$ cat src/rtl/digit_serial_adder.sv
// rtl/digit_serial_adder.sv - digit-serial add/subtract, LSB digit first, START/BUSY/DONE handshake
// Optional LC-3 N/Z/P condition-code outputs when ADDER_NZP_EN is defined.
module digit_serial_adder #(
  parameter int WIDTH = 16,
  parameter int DIGIT = 4
) (
  input  logic             CLK,
  input  logic             RST,
  input  logic             START,
  input  logic [WIDTH-1:0] A,
  input  logic [WIDTH-1:0] B,
  input  logic             CYI,
  input  logic             SUB,
  output logic             BUSY,
  output logic             DONE,
  output logic [WIDTH-1:0] SUM,
  output logic             CYO,
  output logic             OVF
`ifdef ADDER_NZP_EN
  ,
  output logic             N,
  output logic             Z,
  output logic             P
`endif
);

  localparam int NUM_DIGITS = WIDTH / DIGIT;
  localparam int CW = (NUM_DIGITS > 1) ? $clog2(NUM_DIGITS) : 1;
  localparam logic [CW-1:0] LAST_DIGIT = CW'(NUM_DIGITS - 1);

  typedef enum logic {IDLE, RUN} state_t;

  state_t           state;
  logic [WIDTH-1:0] a_sr;
  logic [WIDTH-1:0] b_sr;
  logic             carry;
  logic [CW-1:0]    cnt;
  logic             a_msb;
  logic             b_msb;

  logic [DIGIT:0]   dsum;
  logic [WIDTH-1:0] a_next;
  logic [WIDTH-1:0] b_next;
  logic             ovf_next;

  always_comb begin
    dsum = {1'b0, a_sr[DIGIT-1:0]} + {1'b0, b_sr[DIGIT-1:0]} + {{DIGIT{1'b0}}, carry};
  end

  // a_sr doubles as the result shift register: each consumed A digit is
  // replaced at the top by its sum digit, so after the last digit it holds SUM.
  generate
    if (DIGIT == WIDTH) begin : g_single
      assign a_next = dsum[DIGIT-1:0];
      assign b_next = b_sr;
    end else begin : g_multi
      assign a_next = {dsum[DIGIT-1:0], a_sr[WIDTH-1:DIGIT]};
      assign b_next = {{DIGIT{1'b0}}, b_sr[WIDTH-1:DIGIT]};
    end
  endgenerate

  assign ovf_next = (a_msb == b_msb) && (a_next[WIDTH-1] != a_msb);

  always_ff @(posedge CLK) begin
    if (RST) begin
      state <= IDLE;
      BUSY  <= 1'b0;
      DONE  <= 1'b0;
      SUM   <= '0;
      CYO   <= 1'b0;
      OVF   <= 1'b0;
      a_sr  <= '0;
      b_sr  <= '0;
      carry <= 1'b0;
      cnt   <= '0;
      a_msb <= 1'b0;
      b_msb <= 1'b0;
`ifdef ADDER_NZP_EN
      N     <= 1'b0;
      Z     <= 1'b0;
      P     <= 1'b0;
`endif
    end else begin
      DONE <= 1'b0;
      case (state)
        IDLE: begin
          if (START) begin
            a_sr  <= A;
            b_sr  <= SUB ? ~B : B;
            carry <= SUB ? 1'b1 : CYI;
            a_msb <= A[WIDTH-1];
            b_msb <= SUB ? ~B[WIDTH-1] : B[WIDTH-1];
            cnt   <= '0;
            BUSY  <= 1'b1;
            state <= RUN;
          end
        end
        RUN: begin
          a_sr  <= a_next;
          b_sr  <= b_next;
          carry <= dsum[DIGIT];
          cnt   <= cnt + CW'(1);
          if (cnt == LAST_DIGIT) begin
            SUM   <= a_next;
            CYO   <= dsum[DIGIT];
            OVF   <= ovf_next;
            DONE  <= 1'b1;
            BUSY  <= 1'b0;
            state <= IDLE;
`ifdef ADDER_NZP_EN
            N     <= a_next[WIDTH-1];
            Z     <= (a_next == '0);
            P     <= !a_next[WIDTH-1] && (a_next != '0);
`endif
          end
        end
        default: state <= IDLE;
      endcase
    end
  end

endmodule

$ cat config.mk
export PLATFORM = sky130hd
export DESIGN_NAME = digit_serial_adder
export DESIGN_NICKNAME = d
export VERILOG_FILES = /design/src/rtl/digit_serial_adder.sv
export SDC_FILE = /design/constraint.sdc
export NUM_CORES = 1
export LEC_CHECK = 0
export ABC_AREA = 1
export CORE_MARGIN = 2
export CORE_UTILIZATION = 53
export CTS_CLUSTER_SIZE = 24
export DETAILED_ROUTE_END_ITERATION = 8
export GPL_ROUTABILITY_DRIVEN = 0
export PLACE_DENSITY = 0.89
export SETUP_SLACK_MARGIN = 0.15
export SYNTH_ARGS = -nofsm -noshare
export SYNTH_HDL_FRONTEND = slang
export SYNTH_SLANG_ARGS = --single-unit
$ cat constraint.sdc
create_clock -name CLK -period 3.1 [get_ports CLK]
set_input_delay 0.62 -clock CLK [delete_from_list [all_inputs] [get_ports CLK]]
set_output_delay 0.62 -clock CLK [all_outputs]
set_load 0.01 [all_outputs]
# Yosys cells after proc, flatten, opt, wreduce, memory -nomap -nowiden
# Index checks and enable logic that the tools add are counted.
[word_totals]
reg_bits = 58
inputBits = 37
out_inout_bits = 20
elab_cells = 46
[classes]
add_sub_neg = 3
n_eq_ne = 5
mux = 18
bitwise = 3
n_reduce_logical = 5
[op_table]
columns = ["op", "count"]
rows = [
  ["$pmux W16 S2", 2],
  ["$mux W16", 3],
  ["$not A16 Y16", 1],
  ["$mux W1", 8],
  ["$pmux W1 S2", 3],
  ["$reduce_and A2 Y1", 3],
  ["$add A4 B4 Y5", 1],
  ["$add A5 B1 Y5", 1],
  ["$pmux W2 S2", 1],
  ["$add A2 B1 Y2 const B", 1],
  ["$eq A2 B2 Y1 const B", 1],
  ["$mux W2", 1],
  ["$ne A2 B1 Y1 const B", 1],
  ["$ne A2 B2 Y1 const B", 1],
  ["$not A1 Y1", 2],
  ["$reduce_or A2 Y1", 1],
  ["$eq A1 B1 Y1", 1],
  ["$logic_and A1 B1 Y1", 1],
  ["$ne A1 B1 Y1", 1],
]

# Depth between registers and ports, before layout
# Gate-level depths: netlist (run 1).
[depth]
word_depth = 4
mapped_depth = 9

# Worst setup path after synthesis (run 1)
# Ideal clock, no wire load.
[synth_timing]
path_type = "register to register"
start = "register a_sr[0]"
end = "register carry"
t_arrival_ps = 1577
required_time_ps = 3026
slack_ps = 1449
stages_incl_launch_ff = 7
cell_sequence = "dfxtp_1 > inv_1 > fa_1 > fa_1 > o21ai_0 > nand2_1 > a31oi_1"
[synth_via]
elab_chain_len = 3
[synth_lines]
columns = ["item", "line", "text"]
rows = [
  ["start, declared", "34", "logic [WIDTH-1:0] a_sr;"],
  ["start signal, assigned", "99", "a_sr <= a_next;"],
  ["$add A4 B4 Y5", "47", "dsum = {1'b0, a_sr[DIGIT-1:0]} + {1'b0, b_sr[DIGIT-1:0]} + {{DIGIT{1'b0}}, carry};"],
  ["$add A5 B1 Y5", "47", ""],
  ["$pmux W1 S2", "85", "case (state)"],
  ["end signal, assigned", "90", "carry <= SUB ? 1'b1 : CYI;"],
  ["end signal, assigned", "101", "carry <= dsum[DIGIT];"],
  ["end, declared", "36", "logic carry;"],
]
# Every way passes these cells.
# A chain may end at the register's enable or synchronous reset.

# Worst setup path after layout (run 1)
# Same ends and word-level chain as after synthesis.

==> out/results.ini, run 1 <==
[drt]
vias = 2355
viasPerCell = 5.15
wl_um = 5800
final_antenna_net_count = 0
drcViolationCount = 0
post_drt_wl_per_cell_um = 12.7
drt_first_pass_iters = 5
drt-initial-drc-count = 162

[run]
maxCapViolCount = 0

[logic_synthesis]
synth_edf_count = 0
syn-num-nets = 387
syn_area_per_cell_sq_um = 7.31
ys_seq_elements = 58
yosysUniqueCellTypes = 23
async_reset_ff_share_pct = 0
synth_area_sq_um = 2510
yosys_warnings = 0
ys.flop_type = dfxtp_1
synthCells = 344
yosysSeqAreaShare_pct = 46.2

[cts]
cts.repair.resized = 0
clk_pin_slew_ns = 0.07
cts_inserted_buffers = 9
clk_path_buf_depth = 2
cts_hold_buf = 0
postCtsSetupBuffers = 0
root_buffer = clkbuf_8
tritoncts = yes
cts.sinks = 58
htreeDepth = 3
clkLatencyLatePin_ns = 0.34

[pwr]
ir_drop_mv = 0.344
cellPowerDensity_nw_per_um2 = 510
power.total_mw = 1.67
cellLeakagePower_nw = 1.43

[global_route]
grtUsageMet3_pct = 4.14
grt_max_degree = 31
antenna_found_initial = 0
top_usage_layer = met2
grt_first_pass_wirelength_um = 9940
grt_pass1_vias = 2301
grt_use_total_pct = 24.3
grt.overflow.total = 0
globalRouteMet1Util_pct = 28.5
grt_use_met2_pct = 42.1

[sta]
setup_ws_ns = 1.14
finalSetupViolations = 0
rsz0062_at_grt = false
finalSetupTns_ns = 0
final_max_slew_viol_count = 0
hold_viol_final = 0
finalCritPeriodShare_pct = 63.3
finClkSkew_ns = 0.00607
max-slew-margin-rel_pct = 40.8
period_needed_ns = 1.96
tightest_slew_ns = 0.886
fmax_mhz = 510

[die]
die_h_um = 72.9
initial_utilization_pct = 53.9
fp.dieArea_sq_um = 5310
pin_count = 57
core-area_sq_um = 4660
row_count = 25
die_w_um = 72.9

[final_layout]
instances_no_fill = 457
drive_gt1_share_pct = 5.71
layout.nets = 441
antenna_cells = 0
stdcell_area_sq_um = 3280
area_delta_synth_final_pct = 30.3

[setup_path]
r2r_setup_slack_ns = 1.14
required_ns = 3.36
critPathKind = flip-flop to flip-flop
worst-endpoint-arrival_ns = 2.22
cp-end-kind = flip-flop
start_kind = flip-flop
reg2reg_depth = 6
r2r_start = a_sr[0]
worstPathMaxFanout = 2
r2r_end = carry

[run_status]
status = finished, final reports clean

[min_path]
hold_path.startpoint = SUM[3]
hold-path-cell-count = 2
hold_class = flip-flop to flip-flop
holdPathEnd = SUM[3]

[placement]
place_area_sq_um = 3090
post-place-ws_ns = 0.892
hpwl_um = 4070
dp_cells = 441
portBuffers = 56

==> cell type report <==
class	count	area, sq um
Inverter	33	124
Clock buffer	11	131
Tap cell	54	67.6
Clock inverter	5	55.1
Fill cell	403	1390
Multi-Input combinational cell	236	1150
Sequential cell	58	1160
Timing Repair Buffer	60	591
==> routing by layer <==
layer / wire length, um / part of all wire, %
met5: 0 / 0
met4: 142 / 2.4
met3: 279 / 4.8
met2: 2910 / 50
met1: 2470 / 43
==> flip-flops by register name, indices dropped and copies added, names as in the netlist, 2 cells and up <==
name / flops
a_sr: 16
b_sr: 16
cnt: 2
SUM: 16
==> cell usage after synthesis (2+ instances only) <==
cell type | n | area [sq um]
a21oi_1 | 17 | 85.1
a22o_1 | 2 | 17.5
a31oi_1 | 13 | 81.3
buf_2 | 11 | 55.1
buf_4 | 2 | 15.0
clkbuf_1 | 3 | 11.3
dfxtp_1 | 58 | 1160
fa_1 | 2 | 40.0
ha_1 | 4 | 50.1
inv_1 | 32 | 120
nand2_1 | 139 | 522
nand3_1 | 20 | 100
nor2_1 | 6 | 22.5
o21ai_0 | 14 | 70.1
o221ai_1 | 2 | 17.5
xor2_1 | 12 | 105
==> cell usage in the layout (no fill, tap or decap), types with 4 or more instances in the layout <==
cell             netlist  final
nand3_1               20     20
nor2_1                 6      5
xor2_1                12     12
clkdlybuf4s50_1        0     56
ha_1                   4      4
inv_1                 32     32
o21ai_0               14     14
a31oi_1               13     13
buf_4                  2      4
clkbuf_8               0      9
dfxtp_1               58     58
a21oi_1               17     17
nand2_1              139    139
==> per-stage QoR <==
| stage | utilization, % | hold slack, ns |
|---|---|---|
| 6_report | 70.3 | 0.444 |
| 5_1_grt | 70.3 | 0.470 |
| 4_1_cts | 70.3 | 0.447 |
| 3_5_place_dp | 66.3 | 0.433 |
| 3_3_place_gp | 66.3 | 0.427 |
| 2_1_floorplan | - | 0.432 |
==> worst max-delay path, cell delays in order, from the launching register on <==
cell	delay (ns)
dfxtp_1	0.33
inv_1	0.06
fa_1	0.46
fa_1	0.42
o21ai_0	0.33
nand2_1	0.11
a31oi_1	0.17
==> how the worst max path moves through the flow <==
stage,startpoint,endpoint,slack [ns],cells past startpoint
6_report,a_sr[0],carry,1.14,6
5_1_grt,SUB,b_msb,1.03,3
4_1_cts,b_sr[0],carry,1.14,6
3_5_place_dp,SUB,b_sr[14],0.89,4
3_3_place_gp,SUB,b_sr[14],0.92,3
2_1_floorplan,a_sr[0],carry,1.45,6
==> power by group <==
part | total, mW | internal (mW) | switching (mW)
Clock | 0.662 | 0.368 | 0.294
Combinational | 0.206 | 0.0950 | 0.111
Sequential | 0.803 | 0.780 | 0.0230
==> cell families (layout without fill, tap and decap cells) <==
kind of cell,count (synthesis),count (layout),share of synthesized area [%]
adders and majority gates,6,6,3.58
and+or+nand+nor,168,168,26.4
AOI/OAI and AO/OA,49,49,11.0
buffers and inverters,50,109,8.31
xor gates and xnor gates,13,13,4.53
DFF,58,58,46.2
Power figures use the tool's default switching activity.
==> inputs of run 2 (changes only) <==
--- a/config.mk
+++ b/config.mk
@@ -7,11 +7,11 @@
 export LEC_CHECK = 0
 export ABC_AREA = 1
 export CORE_MARGIN = 2
-export CORE_UTILIZATION = 53
+export CORE_UTILIZATION = 45
 export CTS_CLUSTER_SIZE = 24
 export DETAILED_ROUTE_END_ITERATION = 8
 export GPL_ROUTABILITY_DRIVEN = 0
-export PLACE_DENSITY = 0.89
+export PLACE_DENSITY = 0.81
 export SETUP_SLACK_MARGIN = 0.15
 export SYNTH_ARGS = -nofsm -noshare
 export SYNTH_HDL_FRONTEND = slang
==> constraint.sdc (replaced) <==
create_clock -name CLK -period 1.7 [get_ports CLK]
set_input_delay 0.34 -clock CLK [delete_from_list [all_inputs] [get_ports CLK]]
set_output_delay 0.34 -clock CLK [all_outputs]
set_load 0.01 [all_outputs]
==> out/results.ini, run 2 (same netlist as run 1, synthesis figures left out) <==
[sta]
fmax_mhz = 604  ; +18%
hold_viol_final = 0  ; unchanged
rsz0062_at_grt = true
tightest_slew_ns = 0.419  ; -0.467 ns
finClkSkew_ns = 0.00525  ; -0.000830 ns
whs_ns = 0.441  ; -0.00296 ns
period_needed_ns = 1.66  ; -0.306 ns
final_max_slew_viol_count = 0  ; unchanged
max-slew-margin-rel_pct = 72.1  ; +31 points
finalCritPeriodShare_pct = 97.4  ; +34 points
finalSetupViolations = 0  ; unchanged

[cts]
tritoncts = yes
clkLatencyLatePin_ns = 0.34  ; about the same
clk_path_buf_depth = 2  ; unchanged
cts_inserted_buffers = 9  ; unchanged
cts.sinks = 58  ; unchanged
htreeDepth = 3  ; unchanged
root_buffer = clkbuf_8
cts_hold_buf = 0  ; unchanged
clk_pin_slew_ns = 0.06  ; about the same

[final_layout]
top_regs = SUM (16), a_sr (16), b_sr (16)
layout_common_cells = nand2_1 (139), dfxtp_1 (55), clkdlybuf4s50_1 (37), inv_1 (30), nand3_1 (20)
antenna_cells = 0  ; unchanged
stdcell_area_sq_um = 3390  ; +3.5%
layout.nets = 448  ; +1.6%
mostFrequentLayoutCell = nand2_1
fill_cells = 487  ; +21%
utilization_pct = 62.3  ; -8.0 points
area_delta_synth_final_pct = 34.8
drive_gt1_share_pct = 10.0  ; +4.3 points

[placement]
place_area_sq_um = 3200  ; +3.4%
portBuffers = 56  ; unchanged
hpwl_um = 4110  ; +1.0%

[drt]
wl_um = 5710  ; -1.6%
final_antenna_net_count = 0  ; unchanged
viasPerCell = 4.82  ; -6.5%
vias = 2323  ; -1.4%
post_drt_wl_per_cell_um = 11.8  ; -6.7%
drt-initial-drc-count = 95  ; -41%
drt_first_pass_iters = 4  ; -1
drcViolationCount = 0  ; unchanged

[global_route]
antenna_found_initial = 0  ; unchanged
grt_pass1_vias = 2178  ; -5.3%
grt_first_pass_wirelength_um = 9620  ; -3.2%
grt_max_degree = 31  ; unchanged
grt_use_total_pct = 19.9  ; -4.3 points
grt.overflow.total = 0  ; unchanged

[pwr]
cellPowerDensity_nw_per_um2 = 873  ; +71%
power.total_mw = 2.96  ; +77%
cellLeakagePower_nw = 1.67  ; +17%
ir_drop_mv = 0.418  ; +21%
comb_power_share_pct = 13.8  ; +1.5 points
power.internal_mw = 2.19  ; +76%
p_clk_share_pct = 36.6  ; -3.0 points
p_switching_uw = 772  ; +81%
seqPwrFrac_pct = 49.5  ; +1.4 points
swShare_pct = 26.1  ; +0.52 points

[die]
row_count = 27  ; +8.0%
pin_count = 57  ; unchanged
initial_utilization_pct = 46.2  ; -7.7 points
die_w_um = 78.7  ; +8.1%
fp.dieArea_sq_um = 6200  ; +17%
core-area_sq_um = 5440  ; +17%
die_h_um = 78.7  ; +8.1%

[setup_path]
worst-endpoint-arrival_ns = 1.88  ; -0.34 ns
required_ns = 1.93  ; -1.43 ns
worstPathMaxFanout = 2  ; unchanged
critPathKind = flip-flop to flip-flop
cp-end-kind = flip-flop
start_kind = flip-flop

[run_status]
status = finished, final reports clean

[min_path]
hold_class = flip-flop to flip-flop

[run]
maxCapViolCount = 0  ; unchanged

[run 2: per-stage QoR]
| step | TNS [ns] | instances | worst slack [ns] |
|---|---|---|---|
| after CTS | 0 | 482 | 0.0772 |
| after global routing | -0.0354 | 482 | -0.0354 |
| after global placement | 0 | 466 | 0.0818 |
| after floorplan | 0 | 344 | 0.118 |
| final | 0 | 482 | 0.0447 |
| after detailed placement | 0 | 466 | 0.0456 |
[run 2: cell type report]
type	count	area [sq um]	share of cell area, %
Clock inverter	3	15.0	0.443
Sequential cell	58	1160	34.4
Inverter	33	124	3.65
Multi-Input combinational cell	236	1180	34.7
Clock buffer	13	149	4.39
Tap cell	72	90.1	2.66
Timing Repair Buffer	67	671	19.8
[run 2: worst paths after layout]
check,end,from,slack [ns],cells past startpoint
setup / recovery,SUM[14],a_sr[0],0.04,5
hold / removal,SUM[2],SUM[2],0.44,2
setup reg to reg,SUM[14],a_sr[0],0.04,5
hold reg to reg,SUM[2],SUM[2],0.44,2
[run 2: routing by layer]
metal  vias up  global-route usage, %  wire length (um)
met5         -                      0                 0
met4         0                   11.4               127
met3        10                   4.77               323
met2        67                   33.4              2800
met1      1038                   23.2              2460
li1       1208                      -                 -
[run 2: power by group through the flow]
stage | Sequential, mW | Combinational, mW | Clock [mW]
4_1_cts | 1.46 | 0.406 | 1.11
5_1_grt | 1.47 | 0.458 | 1.16
6_report | 1.46 | 0.410 | 1.08
3_5_place_dp | 1.49 | 0.398 | 0
3_3_place_gp | 1.49 | 0.389 | 0
2_1_floorplan | 1.48 | 0.233 | 0
[run 2: what timing repair did]
action	in CTS	in global routing
setup endpoints to repair	17	16
resized for setup	16	11
setup buffers	0	0
pin swaps	5	5
[run 2: worst max-delay path: stages, from the launching register on]
cell	delay (ns)
dfxtp_2	0.33
inv_2	0.04
fa_2	0.41
fa_2	0.41
xnor2_2	0.17
a22o_1	0.19
==> inputs of run 3 (changes only) <==
--- a/config.mk
+++ b/config.mk
@@ -11,6 +11,7 @@
 export CTS_CLUSTER_SIZE = 24
 export DETAILED_ROUTE_END_ITERATION = 8
 export GPL_ROUTABILITY_DRIVEN = 0
+export MAX_ROUTING_LAYER = met4
 export PLACE_DENSITY = 0.81
 export SETUP_SLACK_MARGIN = 0.15
 export SYNTH_ARGS = -nofsm -noshare
==> out/results.ini, run 3 (same netlist as run 1, synthesis figures left out) <==
[die]
pin_count = 57  ; unchanged
die_w_um = 78.7  ; unchanged
fp.dieArea_sq_um = 6200  ; unchanged
initial_utilization_pct = 46.2  ; unchanged
row_count = 27  ; unchanged
die_h_um = 78.7  ; unchanged
core-area_sq_um = 5440  ; unchanged

[sta]
max-slew-margin-rel_pct = 72.2  ; +0.11 points
fmax_mhz = 605  ; +0.18%
finalCritPeriodShare_pct = 97.2  ; -0.18 points
setup_ws_ns = 0.0477  ; +0.00298 ns
tightest_slew_ns = 0.417  ; -0.00166 ns
finalSetupViolations = 0  ; unchanged
hold_viol_final = 0  ; unchanged
whs_ns = 0.441  ; unchanged
period_needed_ns = 1.65  ; -0.00298 ns
finClkSkew_ns = 0.00524  ; -0.00000420 ns
final_max_slew_viol_count = 0  ; unchanged
rsz0062_at_grt = true

[final_layout]
area_delta_synth_final_pct = 34.8  ; unchanged
drive_gt1_share_pct = 10.0  ; unchanged
mostFrequentLayoutCell = nand2_1
layout_common_cells = nand2_1 (139), dfxtp_1 (55), clkdlybuf4s50_1 (37), inv_1 (30), nand3_1 (20)
layout.nets = 448  ; unchanged
antenna_cells = 0  ; unchanged
top_regs = SUM (16), a_sr (16), b_sr (16)

[pwr]
power.internal_mw = 2.19  ; about the same
ir_drop_mv = 0.419  ; +0.38%
comb_power_share_pct = 13.9  ; about the same
p_clk_share_pct = 36.6  ; about the same
cellLeakagePower_nw = 1.67  ; unchanged
power.total_mw = 2.96  ; about the same
swShare_pct = 26.1  ; about the same
seqPwrFrac_pct = 49.5  ; about the same
p_switching_uw = 772  ; about the same
cellPowerDensity_nw_per_um2 = 872  ; about the same

[cts]
tritoncts = yes
htreeDepth = 3  ; unchanged
root_buffer = clkbuf_8
clk_pin_slew_ns = 0.06  ; about the same
postCtsSetupBuffers = 0  ; unchanged
clkLatencyLatePin_ns = 0.34  ; about the same
cts_inserted_buffers = 9  ; unchanged
cts_hold_buf = 0  ; unchanged
clk_path_buf_depth = 2  ; unchanged
cts.sinks = 58  ; unchanged

[setup_path]
crit_path_max_incr_delay_ns = 0.41  ; about the same
cp-end-kind = flip-flop
critPathKind = flip-flop to flip-flop
path_common_cell = fa_2
worst-endpoint-arrival_ns = 1.88  ; about the same
r2r_start = a_sr[0]
worstPathMaxFanout = 2  ; unchanged
cp_slowest_cell = fa_2
required_ns = 1.93  ; about the same
crit_buf_inv = 1  ; unchanged
start_kind = flip-flop
cp_top_family = adder cells
r2r_setup_slack_ns = 0.05  ; about the same
r2r_end = SUM[14]
reg2reg_depth = 5  ; unchanged
crit_chain = inv_2, fa_2, fa_2, xnor2_2, a22o_1

[drt]
final_antenna_net_count = 0  ; unchanged
vias = 2326  ; +0.13%
post_drt_wl_per_cell_um = 11.9  ; +0.21%
wl_um = 5720  ; +0.21%
drcViolationCount = 0  ; unchanged
drt_first_pass_iters = 4  ; unchanged
viasPerCell = 4.83  ; +0.13%
drt-initial-drc-count = 99  ; +4.2%

[run]
maxCapViolCount = 0  ; unchanged

[global_route]
grt.overflow.total = 0  ; unchanged
grt_first_pass_wirelength_um = 9630  ; +0.15%
grt_pass1_vias = 2175  ; -0.14%
grt_max_degree = 31  ; unchanged
antenna_found_initial = 0  ; unchanged
grt_use_total_pct = 20.6  ; +0.70 points

[min_path]
hold_path.startpoint = SUM[2]
hold-path-cell-count = 2  ; unchanged
holdPathEnd = SUM[2]
hold_class = flip-flop to flip-flop

[placement]
portBuffers = 56  ; unchanged
hpwl_um = 4110  ; unchanged
post-place-ws_ns = 0.0456  ; unchanged

[run_status]
status = finished, final reports clean

[run 3: cell type report]
cell class | count | area, sq um
clock buffer | 13 | 149
multi-input combinational | 236 | 1180
sequential | 58 | 1160
timing repair buffer | 67 | 671
clock inverter | 3 | 15.0
tap | 72 | 90.1
fill | 487 | 2050
inverter | 33 | 124
[run 3: power groups by stage]
stage,combinational (mW),clock [mW],sequential [mW]
after global routing,0.457,1.17,1.47
after floorplan,0.233,0,1.48
after CTS,0.406,1.11,1.46
after detailed placement,0.398,0,1.49
after global placement,0.389,0,1.49
final,0.410,1.08,1.46
[run 3: timing repair]
action | CTS | global route
setup endpoints to repair | 17 | 16
hold endpoints to repair | 0 | 0
gates resized for setup | 16 | 11
pin swaps | 5 | 5
[run 3: how the worst max path moves through the flow]
stage / from / endpoint / slack, ns / cells past startpoint
3_5_place_dp: carry / a_sr[13] / 0.05 / 6
4_1_cts: a_sr[0] / a_sr[13] / 0.08 / 6
3_3_place_gp: carry / a_sr[13] / 0.08 / 6
2_1_floorplan: carry / a_sr[13] / 0.12 / 6
5_1_grt: a_sr[0] / a_sr[14] / -0.04 / 6
6_report: a_sr[0] / SUM[14] / 0.05 / 5
[run 3: per-stage QoR]
step	cell area, sq um	util [%]	cells	setup TNS, ns
3_5_place_dp	3200	58.8	466	0
3_3_place_gp	3200	58.8	466	0
5_1_grt	3390	62.3	482	-0.0353
6_report	3390	62.3	482	0
2_1_floorplan	2520	-	344	0
4_1_cts	3360	61.8	482	0
[run 3: layer usage]
metal / part of all wire, % / wire [um] / track usage, %
met4: 2.0 / 112 / 9.82
met5: 0 / 0 / -
met3: 6.6 / 380 / 6.48
met2: 49 / 2790 / 33.4
met1: 43 / 2440 / 23.2
[run 3: tightest hold or removal path, stage by stage, from the launching register on]
cell	delay [ns]
dfxtp_1	0.32
nand2_1	0.05
nand2_1	0.04
